--- src/rtl/ram_arb_pkg.sv ---
// Shared types and helpers for the block-RAM port arbiter.
// rr_pick is a cyclic first-one search over up to MAX_REQ requesters.
package ram_arb_pkg;

  localparam int DEFAULT_ADDR_W = 11;
  localparam int DEFAULT_DATA_W = 16;
  localparam int MAX_REQ        = 8;
  localparam int PICK_IDX_W     = 3;

  typedef enum logic {IDLE, OWN} arb_state_e;

  typedef struct packed {
    logic                  found;
    logic [PICK_IDX_W-1:0] idx;
  } pick_t;

  // Walk from the highest offset down, so the candidate nearest to ptr is the one kept
  function automatic pick_t rr_pick(input logic [MAX_REQ-1:0] valid,
                                    input logic [PICK_IDX_W-1:0] ptr,
                                    input int n);
    pick_t res;
    int    j;
    res = '0;
    for (int k = MAX_REQ - 1; k >= 0; k--) begin
      if (k < n) begin
        j = (int'(ptr) + k) % n;
        if (valid[j]) begin
          res.found = 1'b1;
          res.idx   = PICK_IDX_W'(j);
        end
      end
    end
    return res;
  endfunction

endpackage

--- src/rtl/ram_port_arbiter_pick.sv ---
// Cyclic first-one search of width NUM_REQ starting at ptr.
// Thin wrapper that sizes the package search function to this arbiter.
module rr_priority_pick
  import ram_arb_pkg::*;
#(
  parameter int NUM_REQ = 2,
  parameter int IW      = 1
) (
  input  logic [NUM_REQ-1:0] valid,
  input  logic [IW-1:0]      ptr,
  output logic               found,
  output logic [IW-1:0]      idx
);

  pick_t p;

  assign p     = rr_pick(MAX_REQ'(valid), PICK_IDX_W'(ptr), NUM_REQ);
  assign found = p.found;
  assign idx   = IW'(p.idx);

endmodule

--- src/rtl/ram_port_arbiter.sv ---
// Round-robin arbiter sharing one block-RAM port among NUM_REQ requesters,
// with bounded bursts per owner and a one-cycle registered response strobe.
module ram_port_arbiter
  import ram_arb_pkg::*;
#(
  parameter int NUM_REQ   = 2,
  parameter int ADDR_W    = DEFAULT_ADDR_W,
  parameter int DATA_W    = DEFAULT_DATA_W,
  parameter int MAX_BURST = 4
) (
  input  logic                      clk,
  input  logic                      rst,
  input  logic [NUM_REQ-1:0]        req_valid,
  output logic [NUM_REQ-1:0]        req_ready,
  input  logic [NUM_REQ-1:0]        req_we,
  input  logic [NUM_REQ*ADDR_W-1:0] req_addr,
  input  logic [NUM_REQ*DATA_W-1:0] req_wdata,
  output logic [NUM_REQ-1:0]        rsp_valid,
  output logic [DATA_W-1:0]         rsp_rdata,
  output logic                      ram_en,
  output logic                      ram_we,
  output logic [ADDR_W-1:0]         ram_addr,
  output logic [DATA_W-1:0]         ram_wdata,
  input  logic [DATA_W-1:0]         ram_dout
);

  localparam int IW    = $clog2(NUM_REQ);
  localparam int CNT_W = $clog2(MAX_BURST + 1);
  localparam logic [IW-1:0]    LAST    = IW'(NUM_REQ - 1);
  localparam logic [CNT_W-1:0] CNT_MAX = CNT_W'(MAX_BURST);

  arb_state_e         state, stateNext;
  logic [IW-1:0]      ptr, ptrNext, owner, ownerNext, handPtr;
  logic [IW-1:0]      idlePick, handPick, win;
  logic               idleFound, handFound, grant, keep;
  logic [CNT_W-1:0]   cnt, cntNext;
  logic [NUM_REQ-1:0] ownerBit, grantVec;

  assign handPtr  = (owner == LAST) ? '0 : owner + IW'(1);
  assign ownerBit = NUM_REQ'(1) << owner;
  assign keep     = req_valid[owner] &&
                    ((cnt < CNT_MAX) || ((req_valid & ~ownerBit) == '0));
  assign grantVec = grant ? (NUM_REQ'(1) << win) : '0;

  rr_priority_pick #(.NUM_REQ(NUM_REQ), .IW(IW)) uIdlePick (
    .valid(req_valid), .ptr(ptr), .found(idleFound), .idx(idlePick)
  );

  rr_priority_pick #(.NUM_REQ(NUM_REQ), .IW(IW)) uHandPick (
    .valid(req_valid), .ptr(handPtr), .found(handFound), .idx(handPick)
  );

  always_ff @(posedge clk) begin
    if (rst) begin
      state     <= IDLE;
      ptr       <= '0;
      owner     <= '0;
      cnt       <= '0;
      rsp_valid <= '0;
    end else begin
      state     <= stateNext;
      ptr       <= ptrNext;
      owner     <= ownerNext;
      cnt       <= cntNext;
      rsp_valid <= grantVec;
    end
  end

  // Handover picks the next owner in the same cycle so bursts chain without a bubble
  always_comb begin
    stateNext = state;
    ptrNext   = ptr;
    ownerNext = owner;
    cntNext   = cnt;
    grant     = 1'b0;
    win       = '0;
    if (!rst) begin
      case (state)
        IDLE: begin
          if (idleFound) begin
            grant     = 1'b1;
            win       = idlePick;
            stateNext = OWN;
            ownerNext = idlePick;
            cntNext   = CNT_W'(1);
          end
        end
        OWN: begin
          if (keep) begin
            grant = 1'b1;
            win   = owner;
            if (cnt < CNT_MAX) cntNext = cnt + CNT_W'(1);
          end else begin
            ptrNext = handPtr;
            if (handFound) begin
              grant     = 1'b1;
              win       = handPick;
              ownerNext = handPick;
              cntNext   = CNT_W'(1);
            end else begin
              stateNext = IDLE;
            end
          end
        end
      endcase
    end
  end

  always_comb begin
    req_ready = grantVec;
    ram_en    = grant;
    ram_we    = 1'b0;
    ram_addr  = '0;
    ram_wdata = '0;
    if (grant) begin
      ram_we    = req_we[win];
      ram_addr  = req_addr[int'(win)*ADDR_W +: ADDR_W];
      ram_wdata = req_wdata[int'(win)*DATA_W +: DATA_W];
    end
  end

  assign rsp_rdata = ram_dout;

endmodule

--- config.mk ---
export PLATFORM = sky130hd
export DESIGN_NAME = ram_port_arbiter
export DESIGN_NICKNAME = d
export VERILOG_FILES = /design/src/rtl/ram_arb_pkg.sv /design/src/rtl/ram_port_arbiter_pick.sv /design/src/rtl/ram_port_arbiter.sv
export SDC_FILE = /design/constraint.sdc
export NUM_CORES = 1
export LEC_CHECK = 0
export ABC_AREA = 1
export CAP_MARGIN = 15
export CORE_MARGIN = 2
export CORE_UTILIZATION = 29
export DETAILED_ROUTE_END_ITERATION = 10
export PLACE_DENSITY = 0.86
export REMOVE_ABC_BUFFERS = 1
export SLEW_MARGIN = 10
export SYNTH_ARGS = -nofsm -noshare
export SYNTH_HDL_FRONTEND = slang
export SYNTH_SLANG_ARGS = --single-unit
--- constraint.sdc ---
create_clock -name clk -period 1.9 [get_ports clk]
set_input_delay 0.19 -clock clk [delete_from_list [all_inputs] [get_ports clk]]
set_output_delay 0.19 -clock clk [all_outputs]
set_load 0.02 [all_outputs]
==> metrics.log <==
INFO  metric synth-seq-area-share = 0.149
INFO  metric main_combinational_cell_family_by_area_after_synthesis = simple AND/OR/NAND/NOR gates
INFO  metric floorplan.initialDensity = 0.299
INFO  metric crit_type = flip-flop to output port
INFO  metric hold_path_class = input pin to output port
INFO  metric finalCritPeriodShare = 0.929
INFO  metric core_region_area = 3610 um^2
INFO  metric timing_worst_slew_pin_value = 0.261 ns
INFO  metric ys.warnings.count = 0
INFO  metric die_x = 65.0 um
INFO  metric final_number_of_setup_violating_endpoints = 0
INFO  metric routedWlPerCell = 14.1 um
INFO  metric final_critical_period = 1.76 ns
INFO  metric max-slew-margin-rel = 0.825
INFO  metric clk-insertion-delay-late = 0.23 ns
INFO  metric post-cts-setup-buffers = 0
INFO  metric route.detailed.vias_per_inst = 5.02
INFO  metric overflow = 0
INFO  metric cp-end-kind = output port
INFO  metric cts_max_path_buffers = 2
INFO  metric antenna_violations_before_repair = 0
INFO  metric cts.root.buffer_cell = sky130_fd_sc_hd__clkbuf_8
INFO  metric max_clock_freq = 567 MHz
INFO  metric synth.area.mux_share = 0
INFO  metric vdd_drop_max = 0.000221 V
INFO  metric h-tree-depth = 1
INFO  metric synth.avg_cell_area = 6.34 um^2
INFO  metric num-nets-final = 330
INFO  metric seqCellArea = 161 um^2
INFO  metric fillCellCount = 361
INFO  metric power_per_cell_area = 480 nW/um^2
INFO  metric r2r_slack = 0.62 ns
INFO  metric skew = 0.00533 ns
INFO  metric finalWeightedCongestion = 0.798
INFO  metric timing.hold.worst.start = ram_dout[0]
INFO  metric post_layout_nonfiller_instances = 299
INFO  metric hold_viol_final = 0
INFO  metric post_route_cells_drive_above_1_share = 0.243
INFO  metric ys_seq_elements = 8
INFO  metric grt_setup_unrepaired = no
INFO  metric dp.final_hpwl = 3.14 mm
INFO  metric clkSinkCount = 8
INFO  metric drt-initial-drc-count = 51
INFO  metric finalWirelength = 4.22 mm
INFO  metric detail_route.first_pass.iterations = 4
INFO  metric min_delay_path_depth = 0
INFO  metric yosys.area_share.xor_xnor = 0
INFO  metric unique_masters_post_synth = 21
INFO  metric worstPathArrival = 1.57 ns
INFO  metric cts-buffers-inserted = 3
INFO  metric maxCapViolCount = 0
INFO  metric die_y = 65.0 um
INFO  metric synthesis.area = 1080 um^2
INFO  metric finalCoreUtilization = 0.537
INFO  metric io_pins = 125
INFO  metric worst_r2r_endpoint = rsp_valid[0]$_SDFF_PP0_
INFO  metric worstSetupStartpointType = flip-flop
INFO  metric critical_path.max_fanout = 18
INFO  metric diodes = 0
INFO  metric p_leak = 0.962 nW
INFO  metric timing.hold.ws = 0.380 ns
INFO  metric synthesis.instances = 170
INFO  metric first_global_vias = 1460
INFO  metric total_power = 0.930 mW
INFO  metric synthSimpleGateAreaFrac = 0.516
INFO  metric synthesized_area_fraction_occupied_by_ao_oa_aoi_and_oai_cells = 0.0441
INFO  metric rows = 22
INFO  metric grt_first_pass_wirelength = 6.55 mm
INFO  metric drc = 0
INFO  metric worst_r2r_path_depth = 9
INFO  metric run_status = finished, final reports clean
INFO  metric detailroute.via_count = 1501
INFO  metric worst_setup_hold_path_clk_slew = 0.04 ns
INFO  metric grt_use_total = 0.197
INFO  metric synth_fa_ha_area_frac = 0.0116
INFO  metric whs_endpoint = rsp_rdata[0]
INFO  metric grt_max_degree = 29
INFO  metric synthToLayoutAreaGrowth = 79.9%
INFO  metric worstPathRequired = 1.71 ns
INFO  metric crit_path_top_delay_cell = sky130_fd_sc_hd__dfxtp_2
INFO  metric cts_tree = yes
INFO  metric multi_input_comb_area = 652 um^2
INFO  metric crit_path_max_incr_delay = 0.33 ns
INFO  metric dpl.cell_count = 295
INFO  metric numPortBuffers = 92
INFO  metric startpoint_of_the_lowest_slack_register_to_register_path = owner$_SDFFE_PP0P_
INFO  metric drtAntennaViolNets = 0
INFO  metric slew_violations = 0
INFO  metric die_area = 4220 um^2
INFO  metric cp_cell_sequence = inv_1, nand2_1, nand2_2, nand2_2, nand2_4, nand3_4, buf_12, nand3_1, nand2_1, buf_2
[cells in the final DEF, fill, tap and decap left out, types with 2 or more instances in the layout]
| master | count |
|---|---|
| sky130_fd_sc_hd__buf_12 | 5 |
| sky130_fd_sc_hd__clkdlybuf4s50_1 | 59 |
| sky130_fd_sc_hd__nand2_2 | 2 |
| sky130_fd_sc_hd__inv_1 | 11 |
| sky130_fd_sc_hd__nand2_1 | 39 |
| sky130_fd_sc_hd__clkbuf_8 | 3 |
| sky130_fd_sc_hd__clkbuf_2 | 9 |
| sky130_fd_sc_hd__dlygate4sd2_1 | 3 |
| sky130_fd_sc_hd__nand4_1 | 30 |
| sky130_fd_sc_hd__buf_2 | 21 |
| sky130_fd_sc_hd__nand3_1 | 31 |
| sky130_fd_sc_hd__a21oi_1 | 5 |
| sky130_fd_sc_hd__dfxtp_1 | 7 |
| sky130_fd_sc_hd__buf_4 | 10 |
[flip-flops by register name, summed over array words and instances, names as in the netlist]
signal	count
owner	1
cnt	3
rsp_valid	2
state	1
ptr	1
[metrics by stage]
stage                     setup slack (ns)  area [um^2]  setup TNS, ns
after floorplan                     -0.316          821          -9.58
after global placement              -0.418         1990         -11.46
after detailed placement            -0.475         1990         -12.99
after CTS                          0.00199         2070              0
after global routing                0.0102         1940              0
final                                0.135         1940              0
[critical path, delay by kind of cell, from the launching register on]
family                 cells  cell delay, ns
and+or+nand+nor            7            0.61
DFF                        1            0.33
buffers and inverters      3            0.38
[what timing repair did]
action,4_1_cts,5_1_grt
gates resized for setup,86,35
setup endpoints to repair,31,30
hold buffers,0,0
pin swaps,0,2
cloned,0,1
[synth_stat cells]
cell,instances,share of area
sky130_fd_sc_hd__clkbuf_1,1,0.0035
sky130_fd_sc_hd__dfxtp_1,8,0.15
sky130_fd_sc_hd__inv_1,11,0.038
sky130_fd_sc_hd__nand2_1,39,0.14
sky130_fd_sc_hd__a21oi_1,5,0.023
sky130_fd_sc_hd__buf_1,1,0.0035
sky130_fd_sc_hd__a21oi_2,2,0.016
sky130_fd_sc_hd__o21ai_0,1,0.0046
sky130_fd_sc_hd__ha_1,1,0.012
sky130_fd_sc_hd__nand4_2,1,0.012
sky130_fd_sc_hd__inv_2,1,0.0035
sky130_fd_sc_hd__nand4_1,30,0.17
sky130_fd_sc_hd__buf_6,9,0.094
sky130_fd_sc_hd__nand3_2,1,0.0093
sky130_fd_sc_hd__nand2_2,3,0.017
sky130_fd_sc_hd__nand3b_1,1,0.0070
sky130_fd_sc_hd__buf_2,1,0.0046
sky130_fd_sc_hd__nor2_1,2,0.0070
sky130_fd_sc_hd__nand3_1,32,0.15
sky130_fd_sc_hd__nor3_1,1,0.0046
sky130_fd_sc_hd__buf_4,19,0.13
[cell type report]
type                    count  area share
clock buffers               3      0.0213
inverters                  12      0.0232
multi-input cells         119       0.336
flip-flops and latches      8      0.0833
well taps                  48      0.0310
repair buffers            109       0.505
[cells by family after synthesis]
logic type      Yosys count
compound gates            8
fa+ha+maj                 1
buf+inv                  43
flops                     8
simple gates            110
[where the power goes]
group | leakage [nW] | switching (mW) | internal (mW)
sequential | 0.0665 | 0.00617 | 0.181
clock | 0.0216 | 0.0712 | 0.138
combinational | 0.874 | 0.277 | 0.257
total | 0.962 | 0.354 | 0.576
[how the worst max path moves through the flow]
| stage | startpoint | to | slack [ns] | depth (start not counted) |
|---|---|---|---|---|
| after floorplan | state$_DFF_P_ | ram_addr[0] | -0.32 | 5 |
| after global placement | req_valid[1] | ram_wdata[7] | -0.42 | 9 |
| after detailed placement | req_valid[1] | ram_wdata[2] | -0.48 | 9 |
| after CTS | owner$_SDFFE_PP0P_ | ram_addr[1] | 0.002 | 10 |
| after global routing | owner$_SDFFE_PP0P_ | ram_addr[7] | 0.01 | 10 |
| final | owner$_SDFFE_PP0P_ | ram_addr[3] | 0.14 | 10 |
[routing by layer]
| metal | track usage | vias up | share of wire |
|---|---|---|---|
| met2 | 0.318 | 90 | 0.48 |
| li1 | - | 738 | - |
| met4 | 0.0771 | 0 | 0.013 |
| met1 | 0.224 | 668 | 0.40 |
| met5 | 0.0417 | - | 0 |
| met3 | 0.0885 | 5 | 0.11 |
(Power assumes the default switching activity.)
